### config.mk
export PLATFORM = sky130hd
export DESIGN_NAME = screen_writer
export DESIGN_NICKNAME = d
export VERILOG_FILES = /design/src/rtl/screen_writer.sv
export SDC_FILE = /design/constraint.sdc
export NUM_CORES = 1
export LEC_CHECK = 0
export CORE_ASPECT_RATIO = 1.4
export CORE_MARGIN = 3
export CORE_UTILIZATION = 57
export DETAILED_ROUTE_END_ITERATION = 10
export PLACE_DENSITY = 0.82
export SETUP_SLACK_MARGIN = 0.1
export SYNTH_ARGS = -nofsm -noshare
export SYNTH_HDL_FRONTEND = slang
export SYNTH_SLANG_ARGS = --single-unit
### constraint.sdc
create_clock -name clk -period 5.2 [get_ports clk]
set_clock_uncertainty 0.15 [all_clocks]
set_input_delay 1.04 -clock clk [delete_from_list [all_inputs] [get_ports clk]]
set_output_delay 1.04 -clock clk [all_outputs]
set_load 0.005 [all_outputs]
### src/rtl/screen_writer.sv
// -----------------------------------------------------------------------------
// screen_writer
// Turns character-terminal commands into writes on a circular character
// buffer of ROWS*COLS bytes. The screen is scrolled by moving the scroll
// origin (first_char) forward one row instead of copying memory, so every
// logical (row, col) is mapped to a physical address relative to that origin.
//
// Optional feature macro: SCREEN_WRITER_CLEAR_EOS_EN
//   defined   -> cmd 2 clears from (row, col) to the end of the screen
//   undefined -> cmd 2 is accepted and discarded
//
// Ports
//   clk              : single clock
//   reset            : asynchronous, active-low reset
//   cmd              : 0=PUT, 1=CLEAR_EOL, 2=CLEAR_EOS, 3=SCROLL
//   cmd_row/cmd_col  : logical target position, sampled at acceptance only
//   cmd_char         : byte written by PUT
//   cmd_valid        : command offered
//   cmd_ready        : high in IDLE; command accepted on cmd_valid & cmd_ready
//   new_char         : char buffer write data
//   new_char_address : char buffer write address
//   new_char_wen     : char buffer write strobe
//   first_char       : current scroll origin (physical address of row 0 col 0)
//   first_char_wen   : one-cycle pulse when first_char changes
//   busy             : high while a multi-cycle operation runs
// -----------------------------------------------------------------------------
module screen_writer #(
  parameter int         ROWS      = 24,
  parameter int         COLS      = 80,
  parameter int         ROW_BITS  = 5,
  parameter int         COL_BITS  = 7,
  parameter int         ADDR_BITS = 11,
  parameter logic [7:0] FILL_CHAR = 8'h20
) (
  input  logic                 clk,
  input  logic                 reset,
  input  logic [1:0]           cmd,
  input  logic [ROW_BITS-1:0]  cmd_row,
  input  logic [COL_BITS-1:0]  cmd_col,
  input  logic [7:0]           cmd_char,
  input  logic                 cmd_valid,
  output logic                 cmd_ready,
  output logic [7:0]           new_char,
  output logic [ADDR_BITS-1:0] new_char_address,
  output logic                 new_char_wen,
  output logic [ADDR_BITS-1:0] first_char,
  output logic                 first_char_wen,
  output logic                 busy
);

  // One extra bit so origin + offset never overflows before the modulo.
  typedef logic [ADDR_BITS:0] wide_t;

  localparam wide_t TOTAL_W  = wide_t'(ROWS * COLS);
  localparam wide_t COLS_W   = wide_t'(COLS);
  localparam wide_t BOTTOM_W = wide_t'((ROWS - 1) * COLS);
  localparam logic [ROW_BITS:0] ROWS_L = (ROW_BITS + 1)'(ROWS);
  localparam logic [COL_BITS:0] COLS_L = (COL_BITS + 1)'(COLS);

  localparam logic [1:0] CMD_PUT       = 2'd0;
  localparam logic [1:0] CMD_CLEAR_EOL = 2'd1;
  localparam logic [1:0] CMD_CLEAR_EOS = 2'd2;
  localparam logic [1:0] CMD_SCROLL    = 2'd3;

  typedef enum logic [1:0] {IDLE, FILL, SCROLL} state_t;

  state_t               state, state_next;
  logic [ADDR_BITS-1:0] first_char_next;
  logic [ADDR_BITS-1:0] fill_addr, fill_addr_next;
  wide_t                remaining, remaining_next;
  logic [7:0]           new_char_next;
  logic [ADDR_BITS-1:0] new_char_address_next;
  logic                 new_char_wen_next;
  logic                 first_char_wen_next;

  wide_t                offset;
  logic                 in_range;
  logic [ADDR_BITS-1:0] cmd_addr;

  // Both operands are below ROWS*COLS, so a single conditional subtract
  // performs the modulo.
  function automatic logic [ADDR_BITS-1:0] wrap_add(input logic [ADDR_BITS-1:0] base,
                                                    input wide_t offs);
    wide_t sum;
    sum = {1'b0, base} + offs;
    if (sum >= TOTAL_W) sum = sum - TOTAL_W;
    return ADDR_BITS'(sum);
  endfunction

  assign offset    = wide_t'(cmd_row) * COLS_W + wide_t'(cmd_col);
  assign in_range  = ({1'b0, cmd_row} < ROWS_L) && ({1'b0, cmd_col} < COLS_L);
  assign cmd_addr  = wrap_add(first_char, offset);
  assign cmd_ready = (state == IDLE);
  assign busy      = !cmd_ready;

  // Register bank: FSM state plus all registered outputs.
  always_ff @(posedge clk or negedge reset) begin
    if (!reset) begin
      state            <= IDLE;
      first_char       <= '0;
      fill_addr        <= '0;
      remaining        <= '0;
      new_char         <= '0;
      new_char_address <= '0;
      new_char_wen     <= 1'b0;
      first_char_wen   <= 1'b0;
    end else begin
      state            <= state_next;
      first_char       <= first_char_next;
      fill_addr        <= fill_addr_next;
      remaining        <= remaining_next;
      new_char         <= new_char_next;
      new_char_address <= new_char_address_next;
      new_char_wen     <= new_char_wen_next;
      first_char_wen   <= first_char_wen_next;
    end
  end

  // Next-state logic. A fill issues its first write on the transition into
  // FILL; 'remaining' then counts the writes still to come after the one
  // currently on the outputs, and fill_addr holds the address of the next.
  always_comb begin
    state_next            = state;
    first_char_next       = first_char;
    fill_addr_next        = fill_addr;
    remaining_next        = remaining;
    new_char_next         = new_char;
    new_char_address_next = new_char_address;
    new_char_wen_next     = 1'b0;
    first_char_wen_next   = 1'b0;

    case (state)
      IDLE: begin
        if (cmd_valid && in_range) begin
          case (cmd)
            CMD_PUT: begin
              new_char_wen_next     = 1'b1;
              new_char_next         = cmd_char;
              new_char_address_next = cmd_addr;
            end
            CMD_CLEAR_EOL: begin
              new_char_wen_next     = 1'b1;
              new_char_next         = FILL_CHAR;
              new_char_address_next = cmd_addr;
              fill_addr_next        = wrap_add(cmd_addr, wide_t'(1));
              remaining_next        = wide_t'(COLS - 1) - wide_t'(cmd_col);
              state_next            = FILL;
            end
            CMD_CLEAR_EOS: begin
`ifdef SCREEN_WRITER_CLEAR_EOS_EN
              new_char_wen_next     = 1'b1;
              new_char_next         = FILL_CHAR;
              new_char_address_next = cmd_addr;
              fill_addr_next        = wrap_add(cmd_addr, wide_t'(1));
              remaining_next        = TOTAL_W - offset - wide_t'(1);
              state_next            = FILL;
`endif
            end
            CMD_SCROLL: begin
              first_char_next     = wrap_add(first_char, COLS_W);
              first_char_wen_next = 1'b1;
              state_next          = SCROLL;
            end
            default: ;
          endcase
        end
      end

      // first_char already holds the new origin here, so the bottom row
      // is addressed relative to it.
      SCROLL: begin
        new_char_wen_next     = 1'b1;
        new_char_next         = FILL_CHAR;
        new_char_address_next = wrap_add(first_char, BOTTOM_W);
        fill_addr_next        = wrap_add(first_char, BOTTOM_W + wide_t'(1));
        remaining_next        = COLS_W - wide_t'(1);
        state_next            = FILL;
      end

      FILL: begin
        if (remaining == '0) begin
          state_next = IDLE;
        end else begin
          new_char_wen_next     = 1'b1;
          new_char_next         = FILL_CHAR;
          new_char_address_next = fill_addr;
          fill_addr_next        = wrap_add(fill_addr, wide_t'(1));
          remaining_next        = remaining - wide_t'(1);
        end
      end

      default: state_next = IDLE;
    endcase
  end

endmodule

== Yosys cells after proc, flatten, opt, wreduce, memory -nomap -nowiden ==
Cells that the tools add are included.
Widths: inputs -> output; s select.
Operators by class
  multipliers: 1
  add/sub/neg operators: 15
  reduce and logical (&&, ||, !) cells: 13
  divide/modulo/power cells: 0
  bitwise logic cells: 0
  equality and inequality tests: 11
  shift-type cells: 0
  multiplexer cells: 33
  order comparisons: 8
Operators with widths (count)
  $mux 11: 12
  $ge 12x11->1 const B: 6
  $pmux 11 s3: 2
  $sub 11x11->11 const B: 6
  $mux 12: 3
  $pmux 12 s3: 1
  $add 11x1->12 const B: 2
  $add 11x11->12 const B: 2
  $pmux 8 s3: 1
  $mux 8: 2
  $pmux 8 s2: 1
  $add 11x12->12: 1
  $add 11x7->12 const B: 1
  $add 12x7->12: 1
  $logic_not 12->1: 1
  $reduce_and 4->1: 3
  $sub 12x1->12 const B: 1
  $mul 5x3->8 const B: 1
  $sub 7x7->8 const A: 1
  $lt 7x7->1 const B: 1
  $mux 1: 6
  $ne 2x2->1 const B: 3
  $ne 3x1->1 const B: 2
  $pmux 2 s3: 1
  13 further kinds: 20
Word-level totals
  bits in registers: 57
  memories: 0
  RAM bits: 0
  latch bits: 0
  ROM bits: 0
  bits of input ports: 25

== Longest topological paths before layout ==
Gate-level depths: netlist of the first run.
  depth after elaboration: 11
  mapped depth: 19
  depth with buffers taken out: 18

== Worst setup path before layout of the first run ==
Ideal clock, no wire load.
  path kind: input-to-reg
  start point: input cmd_row[1]
  end point: register fill_addr[9]
  path slack: 0.102 ns
  arrival: 4.822 ns
  path buffers: 1
  stages: 17
  path through: ha_1 ha_1 fa_1 ha_1 ha_1 a21oi_1 a21boi_1 or2_1 o311a_1 buf_6 xnor2_1 xnor2_1 inv_1 ha_1 a2111oi_0 o31a_1 o21ai_2
Between the ends
  longest elaborated chain between the ends: 11
  elaborated cells on any way between the ends: 18
  classes of those cells: add/sub (5); mul (1); order compare (3); eq/ne (1); mux (5); reduce/logical (3)
Ends and longest elaborated chain
  from (decl): RTL line 38  | input logic [ROW_BITS-1:0] cmd_row,
  $mul 5x3->8: RTL line 90  | assign offset = wide_t'(cmd_row) * COLS_W + wide_t'(cmd_col);
  $add 12x7->12: RTL line 90
  $add 11x12->12: RTL line 85  | sum = {1'b0, base} + offs;
  $sub 11x11->11 or $ge 12x11->1 (tied branches): RTL line 86  | if (sum >= TOTAL_W) sum = sum - TOTAL_W;
  $mux 11: RTL line 86
  $add 11x1->12: RTL line 85
  $sub 11x11->11 or $ge 12x11->1 (tied branches): RTL line 86
  $mux 11: RTL line 86
  $mux 11: RTL line 135  | case (cmd)
  $mux 11: RTL line 134  | if (cmd_valid && in_range) begin
  $pmux 11 s3: RTL line 132  | case (state)
  to (signal assigned): RTL line 110  | fill_addr <= fill_addr_next;
  to (decl): RTL line 69  | logic [ADDR_BITS-1:0] fill_addr, fill_addr_next;
Several ways; a longest one is shown, not always the timed one. The select of a mux whose other input is x is not followed.
A chain may end at the register's enable or synchronous reset.

== Worst setup path after layout of the first run ==
  start point: input cmd_row[3]
  end point: register fill_addr[9]
Same word-level chain as after synthesis.

==> results of run 1 <==
worst paths after layout:
path                            slack (ns)                  end                 from  cells after the start
worst max register to register        1.07         fill_addr[9]        first_char[5]                     15
min in group asynchronous             0.69          new_char[7]                reset                      2
worst min register to register        0.33  new_char_address[3]  new_char_address[3]                      2
worst min-delay path                  0.33  new_char_address[3]  new_char_address[3]                      2
worst max-delay path                  0.26         fill_addr[9]           cmd_row[3]                     18
max in group asynchronous             3.77        first_char[7]                reset                      2
area by class of cell:
| cell class | instances | area, um2 |
|---|---|---|
| fillers | 607 | 2160 |
| inverters | 24 | 90.1 |
| clock buffers | 8 | 80.1 |
| flip-flops and latches | 53 | 1330 |
| repair buffers | 93 | 841 |
| multi-input cells | 462 | 3220 |
| well taps | 100 | 125 |
registers in the layout (all words and copies together) (netlist names):
signal / cells
remaining: 12
fill_addr: 11
new_char_address: 11
new_char: 8
first_char: 7
state: 2
first_char_wen: 1
new_char_wen: 1
through the flow:
step,util (%),hold WS (ns),TNS [ns],area [um2]
2_1_floorplan,-,0.321,0,4650
3_3_place_gp,68.4,0.313,-0.961,5360
3_5_place_dp,68.4,0.321,-1.85,5360
4_1_cts,70.7,0.340,0,5550
5_1_grt,72.5,0.368,0,5690
6_report,72.5,0.335,0,5690
critical path: stages:
cell and delay, ns:
dlymetal6s2s_1 0.16, ha_4 0.26, ha_4 0.16, fa_2 0.58, ha_4 0.20, ha_4 0.31
buf_4 0.12, o21ai_1 0.08, o21ai_1 0.29, o211ai_2 0.16, o311a_4 0.35, xnor2_2 0.19
xnor2_1 0.16, inv_1 0.07, ha_2 0.21, a2111oi_4 0.34, o31a_1 0.21, o21ai_2 0.05
layer usage:
metal | GRT usage, % | part of all wire (%) | up-vias
met5 | 0 | 0 | -
met4 | 14.1 | 4.4 | 0
met3 | 4.70 | 3.9 | 50
met2 | 50.9 | 54 | 156
met1 | 32.7 | 38 | 2281
li1 | - | - | 2205
synth_stat cells, types with 6 or more instances:
cell	count	area share, %
o31ai_1	8	1.3
nor2b_1	10	1.3
nand3_1	21	2.3
nor3_1	6	0.65
a31oi_1	12	1.6
a21o_1	7	1.1
nand2_1	75	6.1
xor2_1	8	1.5
or3_1	6	0.81
nor2_1	36	2.9
o21ai_0	67	7.2
dfrtp_1	53	29
clkbuf_1	27	2.2
xnor2_1	18	3.4
ha_1	33	8.9
o211ai_1	6	0.97
a21oi_1	40	4.3
inv_1	21	1.7
cells by family after synthesis:
| kind of cell | Yosys count |
|---|---|
| compound gates | 200 |
| simple gates | 183 |
| buf+inv | 61 |
| flops | 53 |
| fa+ha+maj | 38 |
| xor+xnor | 26 |
| mux | 11 |
| other cells | 1 |
where the power goes:
part	switching, uW	internal [uW]
combinational	1820	1600
clock	131	96.0
sequential	225	602
total	2170	2300
what timing repair did:
| item | CTS | global route |
|---|---|---|
| buffers inserted | 0 | 6 |
| pin swaps | 7 | 14 |
| setup endpoints to repair | 3 | 6 |
| resized for setup | 16 | 16 |
==> results.md, run 1 <==
* Final setup violation count at 0
* Async set-reset flop share out of synthesis at 100%
* Drt drc at 0
* CTS buffer count at 5
* Sequential area share after synthesis at between 20% and 30%
* GR Util All Layers at slightly below 30%
* Initial antenna violation count at 0
* DR iter-0 viols at roughly 440
* Mapped cell area at 4640 um2
* PD cells at about 800 nW/um2
* Share of layout cells above drive strength 1 at 14.1%
* Buffers on Ports at between 50 and 60
* Fin nets at 702
* ANT cells at 0
* Vias in the first global route at about 4700
* Pin count of the biggest net entering global routing at 54
* Final std cells w/o fill at 740
* Synth Area in Compound Gates at between 20% and 30%
* Startpoint types: input pin
* Worst setup EP type: flip-flop
* Core Footprint at between 7000 and 8000 um2
* Area grow syn2layout at 22.6%
* Post-synth cell types at 79
* Global route total overflow at 0
* Commonest non-fill, non-tap cell in the layout: nand2_1
* Post-Synth XOR/XNOR Area at 4.91%
* Vias post-DR at between 4000 and 5000
* Die area at roughly 9300 um2
* RSZ-0062 raised after global routing: no
* Clock root buffer master: clkbuf_8
* CTS tree: done
* DR pass1 iterations at 5
* Worst-skew pair later-pin latency at between 0.3 and 0.4 ns
* Mapped Avg Cell Area at between 8 and 9 um2
* Placer Congestion at about 0.9
* Num rows at 38
* Max-cap violation count at 0
* Mux share of post-synthesis cell area at under 10%
* DP HPWL at just over 9 mm
* CTS sink count at 53
* Worst Path Arrival at 4.96 ns
* Simple-Gate Fraction of Synth Area at a little under a fifth
* Kind of critical path: in -> reg
* Cells after DPL at roughly 730
* Tcrit/Tclk final at a little over nine tenths
* Minimum clock period at a little under 5 ns
* Hold Crit Class: reg -> reg
* Initial Utilization at 59.1%
* Yosys Warn Count at 0
* Total wire length at 13.0 mm
* First-pass GRT wire length at ~21 mm
* EDFF count, synth at 0
* Crit path setup slack, layout at around 0.26 ns
* Top FF cell, synth: dfrtp_1
* Worst-Margin Slew at 1.03 ns
* Max Buffers Root-to-Sink at 2
* Relative slew slack at a little under a third
* Final hold vios at 0
* Cells after synthesis at about 570
* Peak supply drop at ~600 uV
* Count of pins over their slew limit at 0
* Peak Freq at a little over 200 MHz
* Worst-path clk slew at ~0.080 ns
* Status: finished, final reports clean
* Drt via density at 6.34
* Hold Buf Count CTS at 0
* Ports at 59
* CP Max Fanout at 4
* Final ANT Viol Nets at 0
* Power Total at between 4000 and 5000 uW
* Adder-Cell Fraction of Synth Area at around 11%
* Main combinational cell family by area after synthesis: compound AO/OA/AOI/OAI gates
* Die span in y at 113 um
* Post-synthesis register bit count at 53
* Leak at 0.00240 uW
* Routed len/inst at 17.6 um
* Deepest level of the CTS H-tree at 2
* Pre-CTS setup slack at -0.523 ns
* Req. time, crit path at ~5.2 ns
* Most frequent cells in the layout: nand2_1 (75), o21ai_0 (66), dfrtp_1 (53)
* Die X at a little over 80 um
(Power assumes the default switching activity.)
==> inputs of run 2 (changes only) <==
- CTS_CLUSTER_DIAMETER: unset -> 200
==> results of run 2 <==
Same layout as run 1: the final DEF is identical, and so are final timing and power.
